[config.mk]
export PLATFORM = sky130hd
export DESIGN_NAME = flash_sample_seq
export DESIGN_NICKNAME = d
export VERILOG_FILES = /design/src/rtl/flash_sample_seq.sv
export SDC_FILE = /design/constraint.sdc
export NUM_CORES = 1
export LEC_CHECK = 0
export CORE_ASPECT_RATIO = 1.2
export CORE_UTILIZATION = 40
export CTS_CLUSTER_SIZE = 24
export DETAILED_ROUTE_END_ITERATION = 16
export GPL_TIMING_DRIVEN = 0
export PLACE_DENSITY = 0.71
export SLEW_MARGIN = 20
export SYNTH_ARGS = -nofsm -noshare
export SYNTH_HDL_FRONTEND = slang
export SYNTH_SLANG_ARGS = --single-unit
[constraint.sdc]
create_clock -name clk -period 2.7 [get_ports clk]
set_input_delay 0.675 -clock clk [delete_from_list [all_inputs] [get_ports clk]]
set_output_delay 0.675 -clock clk [all_outputs]
set_load 0.02 [all_outputs]
[src/rtl/flash_sample_seq.sv]
// flash_sample_seq
//   Sits between the flash controller and the audio output path. On each
//   qualifying sample tick it fetches one 32-bit word from flash at the
//   address counter's current address. It then presents the word as two
//   signed 16-bit samples on successive ticks. After the second half it
//   pulses addr_adv so the address counter moves on.
//
// Optional build macro: READ_TIMEOUT_EN
//   Defined   : a watchdog bounds the time spent in REQ/WAIT. On expiry the
//               read is abandoned, the sticky o_rd_err flag is set, a zero
//               sample is emitted, and the bad word is skipped.
//   Undefined : REQ/WAIT wait indefinitely and o_rd_err is tied to 0.
//
// Ports
//   clk, rst              : clock, synchronous active-high reset
//   i_sample_tick         : one-cycle strobe at the audio sample rate
//   i_playpause           : 1 = play, 0 = pause
//   i_dir                 : 1 = forward (low half first), 0 = reverse
//   i_addr[22:0]          : word address from the address counter
//   o_flash_read          : read request (held high through waitrequest)
//   o_flash_address[22:0] : read address, latched when the fetch starts
//   o_flash_byteenable    : constant 4'b1111
//   i_flash_waitrequest   : controller stall
//   i_flash_readdata[31:0]: returned word
//   i_flash_readdatavalid : qualifier for i_flash_readdata
//   o_addr_adv            : one-cycle pulse after a word is consumed
//   o_sample[15:0]        : current signed audio sample (held between updates)
//   o_sample_valid        : one-cycle pulse when o_sample updates
//   o_rd_err              : sticky read-timeout flag
module flash_sample_seq #(
  parameter int TIMEOUT_CYCLES = 255
) (
  input  logic        clk,
  input  logic        rst,
  input  logic        i_sample_tick,
  input  logic        i_playpause,
  input  logic        i_dir,
  input  logic [22:0] i_addr,
  output logic        o_flash_read,
  output logic [22:0] o_flash_address,
  output logic [3:0]  o_flash_byteenable,
  input  logic        i_flash_waitrequest,
  input  logic [31:0] i_flash_readdata,
  input  logic        i_flash_readdatavalid,
  output logic        o_addr_adv,
  output logic [15:0] o_sample,
  output logic        o_sample_valid,
  output logic        o_rd_err
);

  typedef enum logic [2:0] {
    S_IDLE,
    S_REQ,
    S_WAIT,
    S_FIRST,
    S_HOLD,
    S_SECOND
  } state_t;

  if (TIMEOUT_CYCLES < 1) begin : g_param_check
    $error("flash_sample_seq: TIMEOUT_CYCLES must be at least 1");
  end

  state_t      r_state, w_state_next;
  logic [22:0] r_addr, w_addr_next;
  logic [31:0] r_word, w_word_next;
  logic        r_word_dir, w_word_dir_next;
  logic [15:0] r_sample, w_sample_next;
  logic        r_sample_valid, w_sample_valid_next;
  logic        r_addr_adv, w_addr_adv_next;
  logic        w_timeout;
  logic        w_tick_play;

  assign w_tick_play        = i_sample_tick & i_playpause;
  assign o_flash_address    = r_addr;
  assign o_flash_byteenable = 4'b1111;
  assign o_sample           = r_sample;
  assign o_sample_valid     = r_sample_valid;
  assign o_addr_adv         = r_addr_adv;

`ifdef READ_TIMEOUT_EN
  localparam int CW = ($clog2(TIMEOUT_CYCLES + 1) > 8) ? $clog2(TIMEOUT_CYCLES + 1) : 8;

  logic [CW-1:0] r_to_cnt;
  logic          r_rd_err;

  // The counter reads 0 in the first REQ cycle, so the last cycle spent
  // waiting is the TIMEOUT_CYCLES-th one.
  assign w_timeout = ((r_state == S_REQ) || (r_state == S_WAIT)) &&
                     (r_to_cnt == CW'(TIMEOUT_CYCLES - 1));
  assign o_rd_err  = r_rd_err;

  always_ff @(posedge clk) begin
    if (rst) begin
      r_to_cnt <= '0;
      r_rd_err <= 1'b0;
    end else begin
      if (r_state == S_IDLE && w_state_next == S_REQ)
        r_to_cnt <= '0;
      else if (r_state == S_REQ || r_state == S_WAIT)
        r_to_cnt <= r_to_cnt + 1'b1;
      if (w_timeout)
        r_rd_err <= 1'b1;
    end
  end
`else
  assign w_timeout = 1'b0;
  assign o_rd_err  = 1'b0;
`endif

  always_ff @(posedge clk) begin
    if (rst) begin
      r_state        <= S_IDLE;
      r_addr         <= '0;
      r_word         <= '0;
      r_word_dir     <= 1'b0;
      r_sample       <= '0;
      r_sample_valid <= 1'b0;
      r_addr_adv     <= 1'b0;
    end else begin
      r_state        <= w_state_next;
      r_addr         <= w_addr_next;
      r_word         <= w_word_next;
      r_word_dir     <= w_word_dir_next;
      r_sample       <= w_sample_next;
      r_sample_valid <= w_sample_valid_next;
      r_addr_adv     <= w_addr_adv_next;
    end
  end

  // Sample/valid/adv are registered, so each is computed on the transition
  // into the state that presents it (FIRST, SECOND, or IDLE after timeout).
  always_comb begin
    w_state_next        = r_state;
    w_addr_next         = r_addr;
    w_word_next         = r_word;
    w_word_dir_next     = r_word_dir;
    w_sample_next       = r_sample;
    w_sample_valid_next = 1'b0;
    w_addr_adv_next     = 1'b0;
    o_flash_read        = 1'b0;

    case (r_state)
      S_IDLE: begin
        if (w_tick_play) begin
          w_state_next = S_REQ;
          w_addr_next  = i_addr;
        end
      end
      S_REQ: begin
        o_flash_read = 1'b1;
        if (w_timeout) begin
          w_state_next        = S_IDLE;
          w_sample_next       = '0;
          w_sample_valid_next = 1'b1;
          w_addr_adv_next     = 1'b1;
        end else if (!i_flash_waitrequest) begin
          w_state_next = S_WAIT;
        end
      end
      S_WAIT: begin
        // Returned data wins over a timeout expiring in the same cycle.
        if (i_flash_readdatavalid) begin
          w_state_next        = S_FIRST;
          w_word_next         = i_flash_readdata;
          w_word_dir_next     = i_dir;
          w_sample_next       = i_dir ? i_flash_readdata[15:0] : i_flash_readdata[31:16];
          w_sample_valid_next = 1'b1;
        end else if (w_timeout) begin
          w_state_next        = S_IDLE;
          w_sample_next       = '0;
          w_sample_valid_next = 1'b1;
          w_addr_adv_next     = 1'b1;
        end
      end
      S_FIRST: begin
        w_state_next = S_HOLD;
      end
      S_HOLD: begin
        if (w_tick_play) begin
          w_state_next        = S_SECOND;
          w_sample_next       = r_word_dir ? r_word[31:16] : r_word[15:0];
          w_sample_valid_next = 1'b1;
          w_addr_adv_next     = 1'b1;
        end
      end
      S_SECOND: begin
        w_state_next = S_IDLE;
      end
      default: begin
        w_state_next = S_IDLE;
      end
    endcase
  end

endmodule

# Yosys cells after proc, flatten, opt, wreduce, memory -nomap -nowiden
# Cells that the tools add are included.
[totals]
ff_bits = 77
in_bits = 62
out_inout_bits = 47
word_cells = 38
[classes]
n_eq_ne = 8
n_mux = 14
bitwise = 2
n_reduce_logical = 7
[ops]
columns = ["cell", "count"]
rows = [
  ["2-to-1 mux 16 bit", 4],
  ["one-hot mux 16 bit (2 select lines)", 1],
  ["one-hot mux 3 bit (5 select lines)", 1],
  ["2-to-1 mux 3 bit", 4],
  ["!= test 2 bit, second input constant", 4],
  ["equality test 3 x 2 -> 1 bit, second input constant", 2],
  ["AND reduction 2 bit", 2],
  ["AND reduction 4 bit", 1],
  ["equality test 3 x 1 -> 1 bit, second input constant", 1],
  ["equality test 3 bit, second input constant", 1],
  ["logical NOT 3 bit", 1],
  ["2-to-1 mux 1 bit", 3],
  ["AND reduction 3 bit", 1],
  ["one-hot mux 1 bit (2 select lines)", 1],
  ["nonzero test 2 bit", 1],
  ["OR reduction 2 bit", 1],
  ["AND 1 bit", 1],
  ["NOT 1 bit", 1],
]

# Depth between registers and ports, before layout
[logic_depth]
depth_word = 3
depth_mapped = 6

# Least setup slack after synthesis
# Ideal clock, no wire load.
[synth_timing]
path_type = "register -> output"
start = "register r_state[2]"
end = "output port o_flash_read"
t_arrival_ps = 1138
required_ps = 2025
setup_slack_ps = 887
path_stages_with_launch = 4
n_path_buf = 2
cell_sequence = "dfxtp_1 > buf_6 > clkbuf_1 > nor3_1"
[synth_between]
elab_chain_len = 2
[synth_rtl]
columns = ["item", "line_no", "rtl"]
rows = [
  ["start, declared", "64", "state_t r_state, w_state_next;"],
  ["start signal, assigned", "121", "r_state <= w_state_next;"],
  ["equality test 3 x 1 -> 1 bit", "143", "case (r_state)"],
  ["2-to-1 mux 1 bit", "143", ""],
  ["end, declared", "39", "output logic o_flash_read,"],
]
# No other way between the ends.

# Worst setup path after layout
# Ends and elaborated chain as after synthesis.

==> impl_metrics.json <==
{
  "worst_skew_pair.late_latency_ns": 0.34,
  "combPwrFrac_pct": 14.6,
  "path_buf_inv": 3,
  "synth-adder-area-share_pct": 0,
  "clk_path_buf_depth": 2,
  "required_ns": 2.03,
  "fin_crit_ns": 2.26,
  "synth_compound_area_share_pct": 18.0,
  "area_delta_synth_final_pct": 39.9,
  "overflow": 0,
  "hold_start": "r_word[11]$_SDFFE_PP0P_",
  "fp.dieW_um": 85.5,
  "ctsResizeCount": 0,
  "die_y_um": 102,
  "pwr-share-seq_pct": 49.7,
  "viasPerCell": 5.24,
  "cp_data_arrival_time_ns": 1.58,
  "fin_nets": 570,
  "synth.area.top_cells": "dfxtp_1 46%, nand2_1 11%, mux2i_1 9.6%",
  "clkPwrFrac_pct": 35.7,
  "route.detailed.wl_per_inst_um": 14.7,
  "drive_gt1_share_pct": 8.38,
  "peakVddDrop_mv": 0.240,
  "fp-row-count": 36,
  "p_leak_nw": 1.69,
  "grt_pass1_vias": 3023,
  "synth_common_cells": "99 x nand2_1, 77 x dfxtp_1, 59 x a21oi_1",
  "initialDrtViolationCount": 104,
  "cts.sinks": 77,
  "fin_crit_sh_pct": 83.7,
  "cap_violations": 0,
  "internal-power_mw": 1.77,
  "synth_enable_flop_cells": 0,
  "outcome": "finished, final reports clean",
  "yosysMostFrequentCell": "nand2_1",
  "avgSynthCellArea_um2": 8.52,
  "ys_seq_area_share_pct": 46.0,
  "via_count": 3185,
  "cts_tree": "built",
  "routed_wl_um": 8960,
  "power_density_nw_per_um2": 509,
  "path_class": "register to output pin",
  "fmax_mhz": 443,
  "timing.rr.start": "r_state[2]$_SDFFE_PP0P_",
  "p_total_mw": 2.38,
  "finalHoldViolCount": 0,
  "setup_viol": 0,
  "synthCells": 393,
  "synth_warnings": 0,
  "hold_path.class": "register to register",
  "htreeDepth": 3,
  "critical-path-top-delay-family": "buffers and inverters",
  "cp-end-kind": "output pin",
  "cts_setup_buffers": 0,
  "async_flop_share_pct": 0,
  "final_max_slew_viol_count": 0,
  "io_pins": 109,
  "cp-startpoint": "r_state[2]$_SDFFE_PP0P_",
  "synth_top_area_share_pct": 46.0,
  "swShare_pct": 25.6,
  "root_buffer": "clkbuf_8",
  "fillers": 773,
  "synth-simple-area-share_pct": 19.5,
  "place_congestion": 0.788,
  "antenna_cells": 0,
  "drcViolationCount": 0,
  "synth_top_family_by_area": "simple AND/OR/NAND/NOR gates",
  "initial_core_util_pct": 41.3,
  "antenna_found_initial": 0,
  "skew_ns": 0.0102,
  "grt_pass1_wl_um": 14700,
  "grt_max_degree": 14,
  "syn_area_um2": 3350,
  "synth_cell_types": 28,
  "place_area_um2": 4490,
  "path_clk_slew_ns": 0.08,
  "stdcell_area_um2": 4680,
  "die_area_um2": 8740,
  "cp_cell_sequence": "buf_6 > clkbuf_1 > nor3_1 > dlymetal6s2s_1",
  "hpwlAfterDp_um": 6350,
  "setup_tns_ns": 0,
  "slowest_delay_ns": 0.41,
  "synth_ff_type": "dfxtp_1",
  "synthXorXnorAreaFrac_pct": 0,
  "port_buffers": 101,
  "synth_area_leader_cell": "dfxtp_1",
  "coreArea_um2": 8110,
  "rsz0062_at_grt": "no",
  "cts_buffers": 9,
  "grtUsageTotal_pct": 21.6,
  "slew_headroom_pct": 61.6,
  "synth.area.mux_share_pct": 9.57,
  "yosys_register_bits": 77,
  "ant_nets": 0,
  "worst_setup_path_start_kind": "register",
  "crit_slowest_cell": "dfxtp_1",
  "switchingPower_uw": 611,
  "hold_buffers": 0,
  "path_max_fanout": 10,
  "tightestPinTransition_ns": 0.576,
  "first_pass_iters": 4
}
## kinds of logic after synthesis
group                  after synthesis
buffers and inverters               43
AO/OA/AOI/OAI                      101
other                                2
flip-flops                          77
AND/OR/NAND/NOR                    138
multiplexers                        32
## tightest hold or removal path, delay by kind of cell (launching register included)
family	cells	cell delay [ns]
AO/OA/AOI/OAI	1	0.05
flip-flops	1	0.32
AND/OR/NAND/NOR	1	0.05
## per-layer routing
metal / vias up / GRT usage, % / wire, µm
met5: - / 0 / 0
met4: 0 / 9.74 / 177
met3: 14 / 4.36 / 536
met2: 116 / 36.9 / 4190
met1: 1471 / 26.4 / 4060
li1: 1584 / - / -
## registers in the layout, summed over array words and instances (netlist names)
signal           count
r_word              32
o_sample_valid       1
o_sample            16
r_word_dir           1
o_flash_address     23
r_state              3
o_addr_adv           1
## final timing paths
kind	cells past startpoint	slack [ns]	endpoint
min reg2reg	2	0.46	r_word[11]$_SDFFE_PP0P_
min	2	0.46	r_word[11]$_SDFFE_PP0P_
max	4	0.44	o_flash_read
max reg2reg	5	0.95	o_sample[13]$_SDFFE_PP0P_
## per-stage QoR
stage          utilization (%)  worst slack (ns)  instances  hold WS, ns
4_1_cts                   57.7            0.0284        608        0.459
2_1_floorplan                -             0.887        396        0.436
5_1_grt                   57.8             0.280        608        0.478
3_3_place_gp              55.4             0.345        592        0.441
6_report                  57.8             0.441        608        0.457
3_5_place_dp              55.4             0.331        592        0.449
## layout by cell type, fill, tap and decap left out, types with 2 or more instances in the layout
cell	count
inv_1	3
clkinvlp_4	2
clkdlybuf4s50_1	100
nor3_1	3
nand4bb_1	2
and3b_1	2
dfxtp_1	77
o21ai_0	23
nand2_1	99
clkbuf_1	16
buf_6	3
buf_2	14
mux2i_1	32
clkinv_2	2
nand3_1	24
buf_4	5
conb_1	5
a32o_1	16
a21oi_1	59
clkbuf_8	9
buf_1	3
## area by class of cell
cell class	count	area [µm²]	area share [%]
plain buffers	40	209	4.46
repair buffers	101	1010	21.6
clock buffers	10	128	2.73
inverters	3	11.3	0.240
flip-flops and latches	77	1540	32.9
well taps	95	119	2.54
multi-input cells	276	1600	34.1
clock inverters	6	63.8	1.36
## power by group through the flow
stage	Sequential, mW	Clock, mW	Combinational (mW)
finish	1.18	0.851	0.348
global route	1.19	0.914	0.378
CTS	1.18	0.867	0.349
detailed placement	1.21	0	0.347
global placement	1.21	0	0.345
floorplan	1.23	0	0.141
No activity file was read; power rests on OpenSTA's default activity.
==> edit (same settings) <==
Build with the macro `READ_TIMEOUT_EN` defined.
--- a/src/rtl/flash_sample_seq.sv
+++ b/src/rtl/flash_sample_seq.sv
@@ -27,6 +27,8 @@
 //   o_sample[15:0]        : current signed audio sample (held between updates)
 //   o_sample_valid        : one-cycle pulse when o_sample updates
 //   o_rd_err              : sticky read-timeout flag
+`define READ_TIMEOUT_EN
+
 module flash_sample_seq #(
   parameter int TIMEOUT_CYCLES = 255
 ) (
Formal check against the unedited RTL: same outputs for any inputs over 10 cycles, from zero or initial values and one cycle with rst high; that may be too few to reach the edited logic, so the function may still have changed.
==> edit against the unedited design <==
- maximum frequency decreased by 14%
- total power up 29%
- non-clock buffer count increased by 10
- sequential share of layout area shrank 1.5 points
- critical path type unchanged
- sequential cell count is 9 higher
- area after synthesis rose by 19%
- via count is 23% higher
- final area grew 17%
- setup slack worse by 0.36 ns
- core utilization fell by 0.46 points
- synthesized cell count increased by 19%
- cell count is 17% higher
- routed wire length grew 32%
==> edit: results (changes against the unedited design) <==
Setup path
  • Worst path arrival time: 1.94 ns (+0.36 ns)
  • Crit-path slowest cell: clkdlybuf4s50_1
  • Max Fanout on Critical Path: 19 (+9)
  • Max stage delay on crit path: 0.56 ns (+0.15 ns)

Final layout
  • Post-Layout Cell Count: 709 (+17%)
  • Final #Nets: 646 (+13%)
  • # fillers: 903 (+17%)
  • Biggest register: r_word
  • Max reg flops: 32 (unchanged)
  • Layout cells sized above 1: 8.02% (-0.36 points)

Global route
  • Tot GR Track Use: 23.0% (+1.4 points)
  • Number of global-route vias before repair: 3755 (+24%)
  • M3 GR Usage: 2.61% (-1.8 points)
  • First-pass GRT wire length: 18.6 mm (+27%)
  • Met1 Use GR: 28.7% (+2.3 points)
  • Initial antenna violation count: 0 (unchanged)
  • Met2 Track Usage GR: 37.8% (+0.98 points)
  • Largest net degree at the start of global routing: 20 (+6)

Synth
  • Netlist cell types: 40 (+43%)
  • Synth async-reset ratio: 0% (unchanged)
  • Syn avg cell area: 8.51 µm² (-0.12%)
  • Sequential share of the synthesized area: 43.3% (-2.7 points)
  • Yosys warning count: 0 (unchanged)
  • Top post-synthesis cells by count: dfxtp_1 (86), nand2_1 (68), a21oi_1 (67)
  • Synth area leaders: dfxtp_1 (43%), a21oi_1 (8.4%), mux2i_1 (8.1%), nand2_1 (6.4%), o21ai_0 (3.7%)

Detailed routing
  • Routed via count: 3922 (+23%)
  • WL final: 11.8 mm (+32%)
  • Initial DRC count: 210 (+100%)
  • Drt first pass iters: 4 (unchanged)

Place
  • Pre-CTS setup slack: 0.0178 ns (-0.313 ns)
  • PortBufs: 102 (+0.99%)
  • Dpl cells: 695 (+17%)
  • GP Congestion: 0.801 (+1.6%)
  • Post-DP HPWL: 8.36 mm (+32%)

CTS
  • CTS root buffer: clkbuf_16
  • CTS H-tree lvls: 3 (unchanged)
  • Worst-path clk slew: 0.06 ns (-0.02 ns)
  • Worst-Skew Late Latency: 0.33 ns
  • Number of CTS-inserted buffers: 9 (unchanged)
  • Clock buffer depth: 2 (unchanged)

Timing
  • Clock Skew: 0.00332 ns (-0.00691 ns)
  • Slew HR: 53.7% (-7.9 points)

Pwr
  • Leak Pwr: 1.82 nW (+7.7%)
  • Peak VDD IR: 0.330 mV (+37%)

Run status
  • Outcome: complete, no violations
==> edit: report_power, final <==
part           internal, mW  total, mW  switching (mW)  leakage [nW]
clock                 0.852       1.33           0.479         0.161
combinational         0.198      0.415           0.217         0.967
sequential             1.30       1.32          0.0188         0.696
==> edit: worst max-delay path: cells and delay by family (launching register included) <==
family	cells	cell delay [ns]
buf+inv	3	1.16
flops	1	0.36
simple gates	1	0.09
==> edit: kinds of logic after synthesis <==
| logic type | synth area share (%) |
|---|---|
| adders and majority gates | 0.630 |
| buffers and inverters | 8.28 |
| other | 0.0944 |
| xor gates and xnor gates | 0.913 |
| DFF | 43.3 |
| muxes | 8.06 |
| AOI/OAI and AO/OA | 24.5 |
| and+or+nand+nor | 14.2 |
==> edit: what timing repair did <==
item	in CTS	in global routing
endpoints found under the hold margin	0	0
gates resized for setup	1	0
setup buffers	0	0
hold buffers	0	0
endpoints found under the setup margin	1	0
==> edit: path summary, 6_finish.rpt <==
path,from,end,slack [ns],cells past startpoint
max reg2reg,r_state[2],o_flash_address[10],0.80,6
max,r_state[2],o_flash_read,0.08,4
min,o_rd_err,o_rd_err,0.45,2
min reg2reg,o_rd_err,o_rd_err,0.45,2
==> edit: area by class of cell <==
| type | instances | area [µm²] | share of cell area [%] |
|---|---|---|---|
| Multi-Input combinational cell | 313 | 1930 | 35.3 |
| Sequential cell | 86 | 1720 | 31.4 |
| Clock inverter | 4 | 70.1 | 1.28 |
| Tap cell | 123 | 154 | 2.81 |
| Buffer | 49 | 248 | 4.52 |
| Inverter | 21 | 78.8 | 1.44 |
| Timing Repair Buffer | 102 | 1020 | 18.6 |
| Clock buffer | 11 | 253 | 4.61 |
==> edit: per-stage QoR <==
stage | hold WS, ns | area, µm²
2_1_floorplan | 0.436 | 3990
3_3_place_gp | 0.435 | 5160
3_5_place_dp | 0.441 | 5160
4_1_cts | 0.449 | 5480
5_1_grt | 0.470 | 5480
6_report | 0.448 | 5480
==> edit: metal layers <==
layer  wire length [µm]  vias to the layer above
li1                   -                     1890
met3                570                       35
met5                  0                        -
met2               5810                      134
met1               5000                     1863
met4                469                        0
